## src/rtl/qproc_time_ctrl_gen.sv

```systemverilog
`default_nettype none
// ============================================================================
//  Module   : qproc_time_ctrl_gen
//  Purpose  : Time-base controller for the processor timing domain. Builds
//             the absolute time counter and the initial-offset register from
//             quasi-static control-domain requests (reset, init, run, signed
//             offset update), and provides an armable time alarm.
//  Revision : 1.0 - initial release
// ============================================================================
module qproc_time_ctrl_gen #(
  parameter int TIME_W  = 48,
  parameter int DT_W    = 32,
  parameter int SYNC_ST = 2
) (
  input  logic              t_clk_i,
  input  logic              t_rst_i,
  input  logic              c_time_rst_i,
  input  logic              c_time_init_i,
  input  logic              c_time_en_i,
  input  logic              c_time_updt_i,
  input  logic              c_updt_sub_i,
  input  logic [DT_W-1:0]   c_offset_dt_i,
  input  logic [TIME_W-1:0] c_alarm_val_i,
  input  logic              c_alarm_arm_i,
  output logic              t_time_en_o,
  output logic [TIME_W-1:0] t_time_abs_o,
  output logic [TIME_W-1:0] t_init_off_o,
  output logic              t_alarm_o,
  output logic              t_armed_o
);

  localparam int C_NCTL = 5;

  typedef enum logic [2:0] {
    ST_IDLE   = 3'd0,
    ST_RESET  = 3'd1,
    ST_INIT   = 3'd2,
    ST_LOAD   = 3'd3,
    ST_RUN    = 3'd4,
    ST_UPDATE = 3'd5
  } state_t;

  // Control synchroniser: bit 0 rst, 1 init, 2 en, 3 updt, 4 arm
  logic [SYNC_ST-1:0][C_NCTL-1:0] r_sync;
  logic                           r_updt_d;
  logic                           r_arm_d;
  state_t                         r_state;
  logic [TIME_W-1:0]              r_time;
  logic [TIME_W-1:0]              r_off;
  logic                           r_armed;
  logic                           r_alarm;

  logic              w_s_rst, w_s_init, w_s_en, w_s_updt, w_s_arm;
  logic              w_updt_edge, w_arm_edge;
  logic [TIME_W-1:0] w_dt_ext, w_upd_dt, w_alarm_diff;
  logic [TIME_W-1:0] w_time_nxt, w_off_nxt;
  state_t            w_state_nxt;
  logic              w_fire, w_enter_clr;

  assign w_s_rst     = r_sync[SYNC_ST-1][0];
  assign w_s_init    = r_sync[SYNC_ST-1][1];
  assign w_s_en      = r_sync[SYNC_ST-1][2];
  assign w_s_updt    = r_sync[SYNC_ST-1][3];
  assign w_s_arm     = r_sync[SYNC_ST-1][4];
  assign w_updt_edge = w_s_updt & ~r_updt_d;
  assign w_arm_edge  = w_s_arm & ~r_arm_d;

  // Zero-extended delta; subtraction is done by adding the two's complement
  assign w_dt_ext = TIME_W'(c_offset_dt_i);
  assign w_upd_dt = c_updt_sub_i ? (~w_dt_ext + TIME_W'(1)) : w_dt_ext;

  // Signed >= compare via the difference MSB, tolerant of wrap within half range
  assign w_alarm_diff = r_time - c_alarm_val_i;
  assign w_fire       = r_armed & ~w_alarm_diff[TIME_W-1];
  assign w_enter_clr  = ((w_state_nxt == ST_RESET) || (w_state_nxt == ST_INIT)) &&
                        (w_state_nxt != r_state);

  // Shift the control levels through the synchroniser and keep edge history
  always_ff @(posedge t_clk_i or posedge t_rst_i) begin
    if (t_rst_i) begin
      r_sync   <= '0;
      r_updt_d <= 1'b0;
      r_arm_d  <= 1'b0;
    end else begin
      r_sync   <= {r_sync[SYNC_ST-2:0],
                   {c_alarm_arm_i, c_time_updt_i, c_time_en_i, c_time_init_i, c_time_rst_i}};
      r_updt_d <= w_s_updt;
      r_arm_d  <= w_s_arm;
    end
  end

  // Next-state, next-time and next-offset selection
  always_comb begin
    w_state_nxt = r_state;
    w_time_nxt  = r_time;
    w_off_nxt   = r_off;
    case (r_state)
      ST_IDLE: begin
        if (w_s_rst)          w_state_nxt = ST_RESET;
        else if (w_s_init)    w_state_nxt = ST_INIT;
        else if (w_s_en)      w_state_nxt = ST_RUN;
        else if (w_updt_edge) w_state_nxt = ST_UPDATE;
      end
      ST_RESET: begin
        w_time_nxt = '0;
        if (!w_s_rst) w_state_nxt = ST_IDLE;
      end
      ST_INIT: begin
        w_time_nxt = '0;
        w_off_nxt  = w_dt_ext;
        if (!w_s_init) w_state_nxt = ST_LOAD;
      end
      ST_LOAD: begin
        w_time_nxt  = r_off;
        w_state_nxt = ST_RUN;
      end
      ST_RUN: begin
        w_time_nxt = r_time + TIME_W'(1);
        if (w_s_rst)          w_state_nxt = ST_RESET;
        else if (w_s_init)    w_state_nxt = ST_INIT;
        else if (w_updt_edge) w_state_nxt = ST_UPDATE;
        else if (!w_s_en)     w_state_nxt = ST_IDLE;
      end
      ST_UPDATE: begin
        // Always returns to RUN; RUN drops to IDLE next cycle if disabled
        w_time_nxt  = r_time + TIME_W'(1) + w_upd_dt;
        w_off_nxt   = r_off + w_upd_dt;
        w_state_nxt = ST_RUN;
      end
      default: w_state_nxt = ST_IDLE;
    endcase
    // LOAD and UPDATE always complete before a reset/init takes hold
    if ((w_s_rst || w_s_init) && (r_state != ST_LOAD) && (r_state != ST_UPDATE))
      w_time_nxt = '0;
  end

  // State, time and offset registers
  always_ff @(posedge t_clk_i or posedge t_rst_i) begin
    if (t_rst_i) begin
      r_state <= ST_IDLE;
      r_time  <= '0;
      r_off   <= '0;
    end else begin
      r_state <= w_state_nxt;
      r_time  <= w_time_nxt;
      r_off   <= w_off_nxt;
    end
  end

  // Alarm: entering RESET/INIT silently disarms, a fire beats a new arm edge
  always_ff @(posedge t_clk_i or posedge t_rst_i) begin
    if (t_rst_i) begin
      r_armed <= 1'b0;
      r_alarm <= 1'b0;
    end else if (w_enter_clr) begin
      r_armed <= 1'b0;
      r_alarm <= 1'b0;
    end else if (w_fire) begin
      r_armed <= 1'b0;
      r_alarm <= 1'b1;
    end else begin
      r_alarm <= 1'b0;
      if (w_arm_edge) r_armed <= 1'b1;
    end
  end

  assign t_time_en_o  = w_s_en;
  assign t_time_abs_o = r_time;
  assign t_init_off_o = r_off;
  assign t_alarm_o    = r_alarm;
  assign t_armed_o    = r_armed;

endmodule
`default_nettype wire

```

## config.mk

```make
export PLATFORM = sky130hd
export DESIGN_NAME = qproc_time_ctrl_gen
export DESIGN_NICKNAME = d
export VERILOG_FILES = /design/src/rtl/qproc_time_ctrl_gen.sv
export SDC_FILE = /design/constraint.sdc
export NUM_CORES = 1
export LEC_CHECK = 0
export ABC_CLOCK_PERIOD_IN_PS = 6600
export CAP_MARGIN = 30
export CORE_ASPECT_RATIO = 0.9
export CORE_MARGIN = 3
export CORE_UTILIZATION = 40
export DETAILED_ROUTE_END_ITERATION = 8
export REMOVE_ABC_BUFFERS = 1
export SKIP_CTS_REPAIR_TIMING = 1
export SLEW_MARGIN = 5
export SYNTH_ARGS = -nofsm -noshare
export SYNTH_HDL_FRONTEND = slang
export SYNTH_SLANG_ARGS = --single-unit
```

## constraint.sdc

```tcl
create_clock -name t_clk_i -period 6.6 [get_ports t_clk_i]
set_input_delay 0.66 -clock t_clk_i [delete_from_list [all_inputs] [get_ports t_clk_i]]
set_output_delay 0.66 -clock t_clk_i [all_outputs]
set_load 0.01 [all_outputs]
```

==> summary.txt, run 1 <==
Status: finished clean
Cts bufs inserted: 17
Grt peak-use layer: met2
Die Span X: 193 um
Nets: 1998
Commonest cells after routing, fill and taps aside: clkdlybuf4s50_1, nand2_1, ha_1
CP endpoint kind: flop
FP Rows: 61
Gpl congestion: 0.950
Most common cell after layout, fill and taps aside: clkdlybuf4s50_1
GR Util met3: 4.55%
RSZ-0062 raised after global routing: false
Synthesis-to-layout area growth: 23.1%
Hold path start: r_sync[0]$_DFF_PP0_
Max-capacitance violation count: 0
Worst skew pair latency: 0.43 ns
Register bit total from synthesis: 113
Root Driver: clkbuf_16
GRT met2 Usage: 40.3%
Ports: 187
WL/cell: 20.8 um
Dpl hpwl: 34900 um
CP Launch Type: input port
Reg area: 2830 um^2
Simple-Gate Fraction of Synth Area: 18.6%
CP startpoint: c_offset_dt_i[16]
Clock sink count: 113
Max transition margin: 29.7%
DR pass1 iterations: 6
Post-Syn Area: 12700 um^2
Hold Path Class: reg2reg
Utilization of the core after routing: 50.1%
Seq/Total Area, Yosys: 22.3%
CTS tree: done
Area of the multi-input gates: 9270 um^2
Final setup fails: 0
Crit path DAT: 6.30 ns
Post-route ant nets: 0
Die height: 175 um
Post-synth top area cell: dfrtp_1
Cells after synthesis: 1605
Compound-Gate Fraction of Synth Area: 27.7%
Worst IR drop on VDD: 0.000230 V
Vias post-DR: 13000
Starting Density: 40.7%
Met1 Resource Use GR: 37.9%
Post-synth ARST share: 100%
Final WS setup: 0.632 ns
Largest net degree at the start of global routing: 67
First-pass GRT wire length: 71100 um
Post-synth top area share: 22.3%
Final hold viol count: 0
CP max FO: 6
Crit Path Category: in2reg
Worst reg2reg startpoint: t_time_abs_o[0]$_DFFE_PP0P_
Tcrit/Tclk final: 90.4%
Fill count: 3007
P_leak: 7.03 nW
Slew @ Worst Pin: 1.05 ns
WP data required: 6.93 ns
Core area: 31100 um^2
Post-Route WL: 45400 um
Post-route DRC: 0
CTS H-Tree Depth: 4
Vias in the first global route: 12500
Skew final: 0.0153 ns
Port Buffers: 186
Die Area: 33800 um^2
Drt initial violations: 1331
PD cells: 351 nW/um^2
Crit path time final: 5.97 ns
Ant. Diodes: 0
Total grt overflow: 0
Final Max Tran Viols: 0
Synth cell types: 78
Fraction of synthesized area in multiplexers: 0.643%
Syn Area/Cell: 7.88 um^2
CTS Buffer Depth: 2
Xor/xnor share of the synthesized area: 11.4%
Layout cell share with drive strength beyond 1: 4.72%
Post-synth top flop: dfrtp_1
Initial antenna violation count: 2
Synth area leaders: dfrtp_1, ha_1, xnor2_1, nand2_1, a21oi_1
Ys Warns: 0
Routed vias/inst: 5.92
Largest family of logic cells by synthesized area: compound AO/OA/AOI/OAI gates
Setup slack at placement: 0.252 ns
Achievable Freq: 0.168 GHz
Overall Global Routing Usage: 26.2%
Setup TNS: 0 ns
Number of flops mapped to enable cells by yosys: 0
Post-Synth Adder-Cell Area: 14.6%
Clock transition at the registers of the reported paths: 0.07 ns
## metal layers
metal / up-vias / share of wire, % / wire, um
li1: 6252 / - / -
met1: 6142 / 47 / 21600
met2: 506 / 43 / 19600
met3: 58 / 7.1 / 3250
met4: 4 / 2.1 / 966
met5: - / 0.059 / 27
## worst max-delay path, stage by stage
cell	delay, ns
clkdlybuf4s50_1	0.48
or4_4	0.60
or4_4	0.55
or3b_1	0.50
o21ai_0	0.25
xnor2_1	0.24
ha_1	0.36
and2_1	0.20
a311o_1	0.33
or3_1	0.32
a221oi_1	0.26
o31ai_1	0.14
o211ai_1	0.27
a21bo_2	0.21
o21ai_1	0.09
buf_4	0.17
o21ai_0	0.16
mux2_2	0.34
o21ai_0	0.16
## per-stage QoR
| stage | hold slack [ns] | instance area [um^2] | std cells | total power (W) |
|---|---|---|---|---|
| detailed placement | 0.337 | 15000 | 2155 | 0.00448 |
| global route | 0.357 | 15600 | 2189 | 0.00586 |
| finish | 0.349 | 15600 | 2189 | 0.00547 |
| global placement | 0.332 | 15000 | 2154 | 0.00446 |
| floorplan | 0.331 | 12400 | 1538 | 0.00326 |
| CTS | 0.351 | 15500 | 2187 | 0.00544 |
## sequential cells by signal, summed over array words and instances, names as in the netlist
name and cells:
r_updt_d 1, t_time_abs_o 48, t_init_off_o 48, t_armed_o 1, r_state 3, t_alarm_o 1
t_time_en_o 1, r_arm_d 1, r_sync 9
## cell type report
cell class	instances	share of cell area [%]
inverters	88	2.14
clock inverters	15	0.932
clock buffers	17	2.73
well taps	409	3.29
multi-input cells	1337	59.5
flip-flops and latches	113	18.2
repair buffers	210	13.3
## cell usage after synthesis (9+ instances only)
| master | count |
|---|---|
| nand2b_1 | 11 |
| and4_1 | 10 |
| o211ai_1 | 9 |
| nor3_1 | 12 |
| o31ai_1 | 20 |
| xnor2_1 | 115 |
| a22oi_1 | 18 |
| dfrtp_1 | 113 |
| and3_1 | 27 |
| nand4_1 | 33 |
| or3_1 | 10 |
| inv_1 | 87 |
| a22o_1 | 13 |
| nor2b_1 | 14 |
| nand3_1 | 36 |
| o21a_1 | 13 |
| nand2_1 | 182 |
| a221oi_1 | 10 |
| clkbuf_1 | 61 |
| a31oi_1 | 43 |
| a21oi_1 | 114 |
| nor2_1 | 117 |
| ha_1 | 141 |
| o21ai_0 | 112 |
| a222oi_1 | 22 |
| a21o_1 | 65 |
| o21bai_1 | 19 |
| and2_1 | 16 |
| xor2_1 | 48 |
## power breakdown
group | internal, W | switching, W
Sequential | 0.000890 | 0.000369
Clock | 0.000530 | 0.000406
Combinational | 0.00144 | 0.00184
## cell families (layout without fill, tap and decap cells)
logic type,count (synthesis),after routing
flops,113,113
fa+ha+maj,147,147
mux,8,8
simple gates,496,496
xor+xnor,164,164
buf+inv,155,330
compound gates,522,522
## worst paths after layout
check,end,slack [ns],cells past startpoint
worst max-delay path,t_time_abs_o[43]$_DFFE_PP0P_,0.63,19
worst min-delay path,r_sync[5]$_DFF_PP0_,0.35,0
worst max register to register,t_time_abs_o[43]$_DFFE_PP0P_,1.27,19
worst min register to register,r_sync[5]$_DFF_PP0_,0.35,0
max in group asynchronous,t_init_off_o[4]$_DFFE_PP0P_,4.88,4
min in group asynchronous,t_time_abs_o[37]$_DFFE_PP0P_,0.46,2
No activity file was read; power rests on OpenSTA's default activity.
==> run 2: changes to the inputs <==
--- a/config.mk
+++ b/config.mk
@@ -5,13 +5,12 @@
 export SDC_FILE = /design/constraint.sdc
 export NUM_CORES = 1
 export LEC_CHECK = 0
-export ABC_CLOCK_PERIOD_IN_PS = 6600
+export ABC_CLOCK_PERIOD_IN_PS = 6500
 export CAP_MARGIN = 30
 export CORE_ASPECT_RATIO = 0.9
 export CORE_MARGIN = 3
 export CORE_UTILIZATION = 40
 export DETAILED_ROUTE_END_ITERATION = 8
-export REMOVE_ABC_BUFFERS = 1
 export SKIP_CTS_REPAIR_TIMING = 1
 export SLEW_MARGIN = 5
 export SYNTH_ARGS = -nofsm -noshare
==> constraint.sdc (replaced) <==
create_clock -name t_clk_i -period 6.5 [get_ports t_clk_i]
set_input_delay 0.65 -clock t_clk_i [delete_from_list [all_inputs] [get_ports t_clk_i]]
set_output_delay 0.65 -clock t_clk_i [all_outputs]
set_load 0.01 [all_outputs]
==> run 2 against run 1 <==
  * Combinational power up 4%
  * Final area up 0.14%
  * Critical endpoint unchanged
  * Clock skew down 0.0037 ns
  * Critical path type unchanged
==> summary.txt, run 2 (synthesized netlist as in run 1, its figures left out) <==
Status: finished clean (unchanged)
Layout cell share with drive strength beyond 1: 4.67% (was 4.72%)
P_sw: 0.00271 W (was 0.00261 W)
Post-route DRC: 0 (unchanged)
Utilization of the core after routing: 50.2% (was 50.1%)
Worst skew pair latency: 0.44 ns (was 0.43 ns)
Drt initial violations: 1228 (was 1331)
Commonest cells after routing, fill and taps aside: clkdlybuf4s50_1, nand2_1, ha_1 (unchanged)
Vias in the first global route: 12600 (was 12500)
Initial antenna violation count: 0 (was 2)
Nets: 1996 (was 1998)
Max-capacitance violation count: 0 (unchanged)
CTS Buffer Depth: 2 (unchanged)
Switching share of power: 47.5% (was 47.8%)
Final Max Tran Viols: 0 (unchanged)
P_leak: 7.02 nW (was 7.03 nW)
Slew @ Worst Pin: 0.875 ns (was 1.05 ns)
Root Driver: clkbuf_16 (unchanged)
Synthesis-to-layout area growth: 23.2% (was 23.1%)
Combinational Power Share: 59.5% (was 59.9%)
RSZ-0062 raised after global routing: false (unchanged)
FP Rows: 61 (unchanged)
Finished Cell Area: 15600 um^2 (about the same)
CP endpoint kind: flop (unchanged)
CP max FO: 6 (unchanged)
Placed cell areas: 15000 um^2 (about the same)
Skew final: 0.0116 ns (was 0.0153 ns)
Gpl congestion: 0.940 (was 0.950)
Clock Power Share: 17.9% (was 17.1%)
Ant. Diodes: 0 (unchanged)
Synthesized Nets: 1836
Hold Path Class: reg2reg (unchanged)
Crit path time final: 5.88 ns
First-pass GRT wire length: 73800 um (was 71100 um)
Final hold viol count: 0 (unchanged)
Largest net degree at the start of global routing: 57 (was 67)
PD cells: 366 nW/um^2 (was 351 nW/um^2)
Pwr Total: 0.00571 W (was 0.00547 W)
Cts bufs inserted: 17 (unchanged)
DR pass1 iterations: 6 (unchanged)
Routed vias/inst: 6.02 (was 5.92)
Overall Global Routing Usage: 27.4% (was 26.2%)
Internal: 0.00300 W (was 0.00286 W)
Setup TNS: 0 ns (unchanged)
Ports: 187 (unchanged)
CTS tree: done (unchanged)
Post-Route WL: 47200 um (was 45400 um)
Core area: 31100 um^2 (unchanged)
CP Launch Type: input port (unchanged)
Worst IR drop on VDD: 0.000199 V (was 0.000230 V)
Die Area: 33800 um^2 (unchanged)
Clock transition at the registers of the reported paths: 0.06 ns (was 0.07 ns)
Achievable Freq: 0.170 GHz
Most common cell after layout, fill and taps aside: clkdlybuf4s50_1 (unchanged)
Die height: 175 um (unchanged)
Seq pwr share: 22.6% (was 23.0%)
Crit Path Category: in2reg (unchanged)
Final setup fails: 0 (unchanged)
Port Buffers: 186 (unchanged)
Dpl hpwl: 35700 um (was 34900 um)
CTS H-Tree Depth: 4 (unchanged)
Post-route ant nets: 0 (unchanged)
Vias post-DR: 13200 (was 13000)
Starting Density: 40.7% (unchanged)
WP data required: 6.85 ns (was 6.93 ns)
Tcrit/Tclk final: 90.5%
Clock sink count: 113 (unchanged)
Crit path DAT: 6.23 ns (was 6.30 ns)
WL/cell: 21.6 um (was 20.8 um)
Die Span X: 193 um (unchanged)
Total grt overflow: 0 (unchanged)
Max transition margin: 41.6% (was 29.7%)
==> run 2: cell count changes in the layout (fill, tap and decap cells not counted), sizes merged <==
cell,delta
clkinv,+1
buf,-2
clkbuf,+1
bufinv,+2
clkinvlp,+2
inv,-6
==> run 2: area by class of cell <==
cell class	count	area, um^2
well taps	409	512
clock buffers	18	439
flip-flops and latches	113	2830
inverters	88	333
repair buffers	208	2040
multi-input cells	1337	9270
clock inverters	14	179
fillers	3005	15500
==> run 2: stage by stage <==
| step | instances | hold slack, ns | setup WS, ns |
|---|---|---|---|
| 6_report | 2187 | 0.345 | 0.617 |
| 4_1_cts | 2187 | 0.345 | 0.673 |
| 5_1_grt | 2187 | 0.351 | 0.269 |
| 3_5_place_dp | 2155 | 0.335 | 0.241 |
| 3_3_place_gp | 2153 | 0.333 | 0.358 |
| 2_1_floorplan | 1605 | 0.331 | 1.27 |
==> run 2: path summary, 6_finish.rpt <==
kind | start | endpoint | slack, ns | depth (start not counted)
setup / recovery | c_offset_dt_i[14] | t_time_abs_o[43]$_DFFE_PP0P_ | 0.62 | 18
setup reg to reg | t_time_abs_o[0]$_DFFE_PP0P_ | t_time_abs_o[43]$_DFFE_PP0P_ | 1.05 | 19
min in group asynchronous | t_rst_i | r_sync[9]$_DFF_PP0_ | 0.64 | 2
hold / removal | r_sync[3]$_DFF_PP0_ | r_sync[8]$_DFF_PP0_ | 0.35 | 0
max in group asynchronous | t_rst_i | t_init_off_o[26]$_DFFE_PP0P_ | 4.69 | 4
hold reg to reg | r_sync[3]$_DFF_PP0_ | r_sync[8]$_DFF_PP0_ | 0.35 | 0
==> run 2: worst max-delay path, stage by stage <==
cell and delay, ns:
clkdlybuf4s50_1 0.53, or4_4 0.59, or4_4 0.54, or3b_1 0.50, o21ai_0 0.24, xnor2_1 0.20
ha_1 0.35, and2_1 0.20, a311o_1 0.34, or3_1 0.32, a221oi_1 0.26, o31ai_1 0.15
o211ai_1 0.26, a21bo_2 0.21, o21ai_1 0.16, o21ai_0 0.22, mux2_2 0.35, o21ai_0 0.16
==> run 2: routing by layer <==
layer  routed length [um]  share of wire (%)  GRT usage, %  up-vias
met1                22000                 47          40.3     6274
met4                  681                1.4          5.97        0
li1                     -                  -             -     6237
met3                 4010                8.5          4.72       52
met5                    0                  0             0        -
met2                20500                 43          42.2      607
==> run 2: power groups by stage <==
stage                     clock network (W)  logic (W)  registers, W
final                               0.00102    0.00340       0.00129
after global routing                0.00108    0.00371       0.00132
after CTS                           0.00104    0.00335       0.00128
after detailed placement                  0    0.00332       0.00129
after global placement                    0    0.00329       0.00129
after floorplan                           0    0.00217       0.00119
